## config.mk

```make
export PLATFORM = sky130hd
export DESIGN_NAME = led_sequencer_master
export DESIGN_NICKNAME = d
export VERILOG_FILES = /design/src/rtl/led_sequencer_master.sv
export SDC_FILE = /design/constraint.sdc
export NUM_CORES = 1
export LEC_CHECK = 0
export BUFFER_PORTS_ARGS = -buffer_cell sky130_fd_sc_hd__buf_2
export CORE_ASPECT_RATIO = 1.75
export CORE_MARGIN = 8
export CORE_UTILIZATION = 45
export DETAILED_ROUTE_END_ITERATION = 8
export PLACE_DENSITY = 0.71
export SYNTH_ARGS = -nofsm -noshare
export SYNTH_HDL_FRONTEND = slang
export SYNTH_SLANG_ARGS = --single-unit
```

## constraint.sdc

```tcl
create_clock -name clk -period 2.5 [get_ports clk]
set_input_delay 0.5 -clock clk [delete_from_list [all_inputs] [get_ports clk]]
set_output_delay 0.5 -clock clk [all_outputs]
set_load 0.05 [all_outputs]
```

## src/rtl/led_sequencer_master.sv

```systemverilog
`default_nettype none
`timescale 1ns/1ps
// ============================================================================
// Module   : led_sequencer_master
// Purpose  : AXI4-Lite write master that animates the LED register on a timer.
//            Optional macro LED_SEQ_READBACK_EN adds a verify read after each write.
// Revision : 1.0  initial release
// ============================================================================
module led_sequencer_master #(
   parameter int AW       = 7,
   parameter int LED_ADDR = 0,
   parameter int PERIOD_W = 32
) (
   input  logic                clk,
   input  logic                reset,
   input  logic                enable,
   input  logic [1:0]          mode,
   input  logic [15:0]         static_pattern,
   input  logic [PERIOD_W-1:0] period,
   output logic                busy,
   output logic [15:0]         pattern,
   output logic [7:0]          err_count,
   output logic                overrun,
`ifdef LED_SEQ_READBACK_EN
   output logic [7:0]          mismatch_count,
   output logic [AW-1:0]       M_AXI_ARADDR,
   output logic                M_AXI_ARVALID,
   output logic [2:0]          M_AXI_ARPROT,
   input  logic                M_AXI_ARREADY,
   input  logic [31:0]         M_AXI_RDATA,
   input  logic                M_AXI_RVALID,
   input  logic [1:0]          M_AXI_RRESP,
   output logic                M_AXI_RREADY,
`endif
   output logic [AW-1:0]       M_AXI_AWADDR,
   output logic                M_AXI_AWVALID,
   output logic [2:0]          M_AXI_AWPROT,
   input  logic                M_AXI_AWREADY,
   output logic [31:0]         M_AXI_WDATA,
   output logic [3:0]          M_AXI_WSTRB,
   output logic                M_AXI_WVALID,
   input  logic                M_AXI_WREADY,
   input  logic [1:0]          M_AXI_BRESP,
   input  logic                M_AXI_BVALID,
   output logic                M_AXI_BREADY
);

   localparam logic [AW-1:0] c_led_addr = AW'(LED_ADDR);

   typedef enum logic [2:0] {
      S_IDLE  = 3'd0,
      S_ADDR  = 3'd1,
      S_RESP  = 3'd2,
      S_RADDR = 3'd3,
      S_RDATA = 3'd4
   } state_t;

   state_t              r_state;
   state_t              w_state_nxt;
   logic [PERIOD_W-1:0] r_timer;
   logic [15:0]         r_pattern;
   logic                r_dir;        // 0 = moving left, 1 = moving right
   logic [15:0]         r_wdata;
   logic                r_wdir;
   logic [7:0]          r_err;
   logic                r_overrun;
   logic                r_awvalid;
   logic                r_wvalid;
   logic                r_bready;

   logic                w_tick;
   logic                w_onehot;
   logic [15:0]         w_cand;
   logic                w_cand_dir;
   logic                w_awvalid_nxt;
   logic                w_wvalid_nxt;
   logic                w_bready_nxt;
   logic                w_load;
   logic                w_commit;
   logic                w_err_inc;

`ifdef LED_SEQ_READBACK_EN
   logic                r_arvalid;
   logic                r_rready;
   logic [7:0]          r_mismatch;
   logic                w_arvalid_nxt;
   logic                w_rready_nxt;
   logic                w_mis_inc;
   logic                w_unused_rdata_hi;

   assign w_unused_rdata_hi = ^M_AXI_RDATA[31:16];
   assign M_AXI_ARADDR      = c_led_addr;
   assign M_AXI_ARVALID     = r_arvalid;
   assign M_AXI_ARPROT      = 3'b000;
   assign M_AXI_RREADY      = r_rready;
   assign mismatch_count    = r_mismatch;
`endif

   assign w_tick        = enable && (r_timer == period);
   assign busy          = (r_state != S_IDLE);
   assign pattern       = r_pattern;
   assign err_count     = r_err;
   assign overrun       = r_overrun;
   assign M_AXI_AWADDR  = c_led_addr;
   assign M_AXI_AWVALID = r_awvalid;
   assign M_AXI_AWPROT  = 3'b000;
   assign M_AXI_WDATA   = {16'h0000, r_wdata};
   assign M_AXI_WSTRB   = 4'b1111;
   assign M_AXI_WVALID  = r_wvalid;
   assign M_AXI_BREADY  = r_bready;

   // Candidate pattern and bounce direction, committed only on an OKAY response
   always_comb begin
      w_onehot   = (r_pattern != 16'h0000) && ((r_pattern & (r_pattern - 16'd1)) == 16'h0000);
      w_cand     = r_pattern;
      w_cand_dir = r_dir;
      case (mode)
         2'd0: w_cand = r_pattern + 16'd1;
         2'd1: w_cand = (r_pattern == 16'h0000) ? 16'h0001 : {r_pattern[14:0], r_pattern[15]};
         2'd2: begin
            if (!w_onehot) begin
               w_cand     = 16'h0001;
               w_cand_dir = 1'b0;
            end else if (r_dir == 1'b0) begin
               if (r_pattern[15]) begin
                  w_cand     = r_pattern >> 1;
                  w_cand_dir = 1'b1;
               end else begin
                  w_cand     = r_pattern << 1;
               end
            end else begin
               if (r_pattern[0]) begin
                  w_cand     = r_pattern << 1;
                  w_cand_dir = 1'b0;
               end else begin
                  w_cand     = r_pattern >> 1;
               end
            end
         end
         default: w_cand = static_pattern;
      endcase
   end

   always_comb begin
      w_state_nxt   = r_state;
      w_awvalid_nxt = r_awvalid;
      w_wvalid_nxt  = r_wvalid;
      w_bready_nxt  = r_bready;
      w_load        = 1'b0;
      w_commit      = 1'b0;
      w_err_inc     = 1'b0;
`ifdef LED_SEQ_READBACK_EN
      w_arvalid_nxt = r_arvalid;
      w_rready_nxt  = r_rready;
      w_mis_inc     = 1'b0;
`endif
      case (r_state)
         S_IDLE: begin
            if (w_tick) begin
               w_load        = 1'b1;
               w_awvalid_nxt = 1'b1;
               w_wvalid_nxt  = 1'b1;
               w_state_nxt   = S_ADDR;
            end
         end
         S_ADDR: begin
            // AW and W retire independently; each channel is done once its valid is low
            if (r_awvalid && M_AXI_AWREADY) w_awvalid_nxt = 1'b0;
            if (r_wvalid && M_AXI_WREADY)   w_wvalid_nxt  = 1'b0;
            if ((!r_awvalid || M_AXI_AWREADY) && (!r_wvalid || M_AXI_WREADY)) begin
               w_bready_nxt = 1'b1;
               w_state_nxt  = S_RESP;
            end
         end
         S_RESP: begin
            if (M_AXI_BVALID && r_bready) begin
               w_bready_nxt = 1'b0;
               if (M_AXI_BRESP == 2'b00) begin
                  w_commit = 1'b1;
`ifdef LED_SEQ_READBACK_EN
                  w_arvalid_nxt = 1'b1;
                  w_state_nxt   = S_RADDR;
`else
                  w_state_nxt   = S_IDLE;
`endif
               end else begin
                  w_err_inc   = 1'b1;
                  w_state_nxt = S_IDLE;
               end
            end
         end
`ifdef LED_SEQ_READBACK_EN
         S_RADDR: begin
            if (r_arvalid && M_AXI_ARREADY) begin
               w_arvalid_nxt = 1'b0;
               w_rready_nxt  = 1'b1;
               w_state_nxt   = S_RDATA;
            end
         end
         S_RDATA: begin
            if (M_AXI_RVALID && r_rready) begin
               w_rready_nxt = 1'b0;
               w_mis_inc    = (M_AXI_RDATA[15:0] != r_wdata) || (M_AXI_RRESP != 2'b00);
               w_state_nxt  = S_IDLE;
            end
         end
`endif
         default: w_state_nxt = S_IDLE;
      endcase
   end

   always_ff @(posedge clk) begin
      if (reset) r_state <= S_IDLE;
      else       r_state <= w_state_nxt;
   end

   always_ff @(posedge clk) begin
      if (reset) begin
         r_timer   <= '0;
         r_pattern <= 16'h0000;
         r_dir     <= 1'b0;
         r_wdata   <= 16'h0000;
         r_wdir    <= 1'b0;
         r_err     <= 8'd0;
         r_overrun <= 1'b0;
         r_awvalid <= 1'b0;
         r_wvalid  <= 1'b0;
         r_bready  <= 1'b0;
      end else begin
         // Wrapping on >= also recovers when period is lowered below the count
         if (!enable || (r_timer >= period)) r_timer <= '0;
         else                                r_timer <= r_timer + PERIOD_W'(1);
         r_awvalid <= w_awvalid_nxt;
         r_wvalid  <= w_wvalid_nxt;
         r_bready  <= w_bready_nxt;
         if (w_load) begin
            r_wdata <= w_cand;
            r_wdir  <= w_cand_dir;
         end
         if (w_commit) begin
            r_pattern <= r_wdata;
            r_dir     <= r_wdir;
         end
         if (w_err_inc && (r_err != 8'hFF)) r_err <= r_err + 8'd1;
         if (w_tick && (r_state != S_IDLE)) r_overrun <= 1'b1;
      end
   end

`ifdef LED_SEQ_READBACK_EN
   always_ff @(posedge clk) begin
      if (reset) begin
         r_arvalid  <= 1'b0;
         r_rready   <= 1'b0;
         r_mismatch <= 8'd0;
      end else begin
         r_arvalid <= w_arvalid_nxt;
         r_rready  <= w_rready_nxt;
         if (w_mis_inc && (r_mismatch != 8'hFF)) r_mismatch <= r_mismatch + 8'd1;
      end
   end
`endif

endmodule
`default_nettype wire

```

## Word-level counts from Yosys, hierarchy flattened

Index checks and enable logic that the tools add are counted.

| storage, ports and cells | value |
|---|---|
| input bits | 58 |
| latch bits | 0 |
| flip-flop bits (word level) | 81 |
| logic and storage cells | 87 |
| bits in read-only memories | 0 |
| memories | 0 |
| output and inout bits | 75 |
| RAM bits | 0 |

| operators by class | value |
|---|---|
| shifts and indexed selects | 0 |
| muxes and demuxes | 31 |
| bitwise logic cells | 1 |
| add/subtract/negate cells | 4 |
| magnitude comparators | 1 |
| div/mod/pow operators | 0 |
| multipliers | 0 |
| equal/unequal tests | 11 |
| reductions and logical operators | 28 |

Operators with widths:

| kind | count |
|---|---|
| 16-bit two-way mux | 5 |
| 16-bit one-hot mux with 3 select lines | 1 |
| 32-bit by 1-bit adder with 32-bit output (second input constant) | 1 |
| 32-bit == test | 1 |
| 32-bit >= comparator | 1 |
| 16-bit zero test | 2 |
| 1-bit two-way mux | 18 |
| 16-bit by 1-bit adder with 16-bit output (second input constant) | 1 |
| 16-bit bitwise AND | 1 |
| 16-bit nonzero test | 1 |
| 16-bit by 1-bit subtractor with 16-bit output (second input constant) | 1 |
| 3-bit AND reduction | 4 |
| 2-bit inequality test (second input constant) | 5 |
| 3-bit two-way mux | 3 |
| 3-bit one-hot mux with 3 select lines | 1 |
| 8-bit by 1-bit adder with 8-bit output (second input constant) | 1 |
| 1-bit logical AND | 8 |
| 8-bit inequality test (second input constant) | 1 |
| 1-bit one-hot mux with 2 select lines | 3 |
| 2-bit zero test | 2 |
| 2-bit nonzero test | 2 |
| 3-bit by 1-bit == test with 1-bit output (second input constant) | 1 |
| 3-bit by 2-bit == test with 1-bit output (second input constant) | 1 |
| 1-bit zero test | 3 |
| 6 further kinds | 8 |

## Depth between registers and ports, before layout

| logic depth | value |
|---|---|
| depth in word-level cells | 6 |
| mapped depth | 11 |
| gate-level depth less buffers | 9 |

## Worst setup path before layout

No wires, ideal clock.

| timing path | value |
|---|---|
| path kind | register -> register |
| from | register r_pattern[0], in the netlist pattern[0] |
| to | register r_wdata[12] |
| data arrival time | 2,871 ps |
| period minus slack after synthesis | 2,951 ps |
| library setup time | 80 ps |
| data required time | 2,420 ps |
| slack | -451 ps |
| stages on the path, launching flop included | 11 |
| buffers on the path | 1 |
| path through | dfxtp_1 clkbuf_1 inv_1 ha_1 nor4b_2 and4b_1 o31ai_2 nand3_4 nor4_4 nand2_1 a211oi_2 |

| on the way | value |
|---|---|
| word-level cells in the longest chain between the ends | 6 |
| elaborated cells on any way between the ends | 12 |
| classes of those cells | 2 x add/sub; 5 x mux; 1 x bitwise; 4 x reduce/logical |

Ends and longest elaborated chain:

| what | line | RTL |
|---|---|---|
| from (decl) | 61 | `logic [15:0] r_pattern;` |
| from (signal assigned) | 241 | `r_pattern <= r_wdata;` |
| 16-bit by 1-bit subtractor with 16-bit output | 114 | `w_onehot = (r_pattern != 16'h0000) && ((r_pattern & (r_pattern - 16'd1)) == 16'h0000);` |
| 16-bit bitwise AND | 114 |  |
| 16-bit zero test | 114 |  |
| 1-bit logical AND | 114 |  |
| 16-bit two-way mux | 121 | `if (!w_onehot) begin` |
| 16-bit one-hot mux with 3 select lines * | 117 | `case (mode)` |
| to (signal assigned) | 237 | `r_wdata <= w_cand;` |
| to (decl) | 63 | `logic [15:0] r_wdata;` |

Every way passes the cells marked *; elsewhere a longest branch is shown, timed or not.
A chain may end at the register's enable or synchronous reset.

## Worst setup path in the final report

| timing path | value |
|---|---|
| from | register r_pattern[1], in the netlist pattern[1] |
| to | register r_wdata[3] |

The elaborated chain is that of the path after synthesis.

==> reports/results.ini <==
[power_and_ir_drop]
ir_drop_uv = 409
power_density_nw_per_um2 = 442
total_power_w = 0.00314
p_leak_nw = 3.11

[sta]
fin_crit_sh = 0.949
timing.final.ws_setup_ns = 0.128
holdWs_ns = 0.462
tightest_slew_ns = 0.753
relSlewSlack = 0.498
setup_viol = 0
report.final.hold_viol_count = 0
fin_skew_ns = 0.00849
fmax_mhz = 422
min_period_ns = 2.37
rsz0062_at_grt = true
report.final.slew_viol_count = 0

[critical_path]
path_cells = buf_4 > or4_4 > a21oi_2 > a2bb2oi_2 > nand3_4 > buf_12 > nor4_4 > buf_6 > nand2_1 > a211oi_2
critPathBufInv = 3
crit_type = reg2reg
cp-end-kind = flip-flop
cpPeakStageDelay_ns = 0.50
cp_top_family = simple AND/OR/NAND/NOR gates
path_depth = 10
critPathLaunchType = flip-flop
cp_max_fo = 8
crit_required_ns = 2.75
rr_worst_depth = 10
cp.arrival_ns = 2.62
crit_slowest_cell = or4_4

[clock_tree]
htreeDepth = 3
cts_root_buf = clkbuf_16
insertion_delay_ns = 0.34
cts_tree = yes
clockBufferDepth = 2
clkTransAtPathRegs_ns = 0.06
cts.sinks = 80
cts_buffers = 9

[routing]
drc = 0
first_pass_iters = 6
viasPerCell = 5.45
totalWireLength_um = 17500
wl_per_cell_um = 16.5
via_count = 5766
drt_iter0_drc = 235
drtAntennaViolNets = 0

[placement]
place_congestion = 0.893
io_buffers = 102
dpl_worst_slack_ns = -0.125
dpl_cell_area_um2 = 6680
dp_cells = 1040
hpwlAfterDp_um = 13500

[logic_synthesis]
avgSynthCellArea_um2 = 7.53
synth-main-ff-cell = dfxtp_1
yosys.area.top_type_share = 0.285
ys_ff_latch = 80
synth_edf_count = 0
synthTopCellsByCount = nand2_1, dfxtp_1, a21oi_1
synth_top_area_cell = dfxtp_1
yosysWarnings = 0
synth.distinct_cells = 64
netlist_area_um2 = 5630
yosysSeqAreaShare = 0.285
synth.area.top_cells = dfxtp_1, ha_1, nand2_1
syn_inst = 747
yosysMostFrequentCell = nand2_1
ys_async_sr_fraction = 0

[grt]
grt_pass1_vias = 5683
grt_max_degree = 50
grt_pass1_wl_um = 27800
antenna_found_initial = 0
grt.overflow.total = 0
track_usage = 0.212

[floorplanning]
die_w_um = 101
die_h_um = 164
core_area_um2 = 12400
dieArea_um2 = 16500
num_rows = 54
top_level_ports = 133
initial_core_util = 0.455

[cells_and_area]
drive_gt1_frac = 0.252
antennaDiodeCount = 0
fin_nets = 980
fill_cells = 1211
final_cell_count_no_fill = 1058
syn_to_final_growth_pct = 26.2
final_cell_area_um2 = 7100

[worst_hold_path]
holdCritPathClass = reg2reg
hold_depth = 2

[status]
status = completed

[run]
max_cap_viol_count = 0

-- layout make-up --
class / count / area (um^2) / share of cell area
tap: 168 / 210 / 0.0296
multi-input combinational: 569 / 3610 / 0.509
clock inverter: 5 / 103 / 0.0144
clock buffer: 11 / 253 / 0.0356
inverter: 49 / 184 / 0.0259
sequential: 80 / 1610 / 0.226
timing repair buffer: 176 / 1130 / 0.159
-- final timing paths --
check / end / slack (ns) / start
setup / recovery: r_wdata[3] / 0.13 / pattern[1]
hold / removal: r_dir / 0.46 / r_wdir
setup reg to reg: r_wdata[3] / 0.13 / pattern[1]
hold reg to reg: r_dir / 0.46 / r_wdir
-- worst register-to-register path: stages (launching register included) --
cell and delay, ns:
dfxtp_2 0.33, buf_4 0.13, or4_4 0.50, a21oi_2 0.17, a2bb2oi_2 0.23, nand3_4 0.13, buf_12 0.15, nor4_4 0.21
buf_6 0.17, nand2_1 0.07, a211oi_2 0.21
-- layer usage --
layer	global-route usage	share of wire	up-vias
met5	0	0	-
met4	0.106	0.037	0
met3	0.0361	0.054	46
met2	0.411	0.55	200
met1	0.208	0.36	2683
li1	-	-	2837
-- placed cells by master, fill, tap and decap left out, types with 26 or more instances in the layout --
master	n
buf_2	102
nand2_1	85
dfxtp_1	78
buf_4	68
a21oi_1	60
nor2_1	57
nor3_1	52
inv_1	48
ha_1	36
conb_1	30
xor2_1	26
-- flip-flops by register name, summed over array words and instances, names as in the netlist --
register       flops
M_AXI_BREADY       1
r_wdata           16
M_AXI_AWVALID      1
r_state            2
r_dir              1
r_wdir             1
M_AXI_WVALID       1
r_timer           32
overrun            1
pattern           16
err_count          8
-- per-stage QoR --
stage,util,setup TNS (ns)
global route,0.574,-0.00416
global placement,0.540,-0.416
detailed placement,0.540,-2.09
finish,0.574,0
CTS,0.570,0
floorplan,-,0
-- cell families (layout without fill, tap and decap cells) --
kind of cell | after synthesis | count (layout) | share of synthesized area
flip-flops | 80 | 80 | 0.285
AND/OR/NAND/NOR | 295 | 295 | 0.261
XOR/XNOR | 42 | 42 | 0.0654
AO/OA/AOI/OAI | 159 | 159 | 0.188
buffers and inverters | 126 | 241 | 0.106
adder cells (fa/ha/maj) | 37 | 37 | 0.0823
multiplexers | 6 | 6 | 0.0113
other | 2 | 30 | 0.00134
-- where the power goes --
part           internal, W  leakage [nW]  switching, W
clock              0.00103         0.172      0.000531
combinational    0.0000856          2.29      0.000217
sequential         0.00127         0.646    0.00000185
-- what timing repair did --
item / in CTS / in global routing
setup buffers: 0 / 2
hold buffers: 0 / 0
pin swaps: 0 / 4
resized for setup: 1 / 11
setup endpoints to repair: 3 / 33
(Power assumes the default switching activity.)
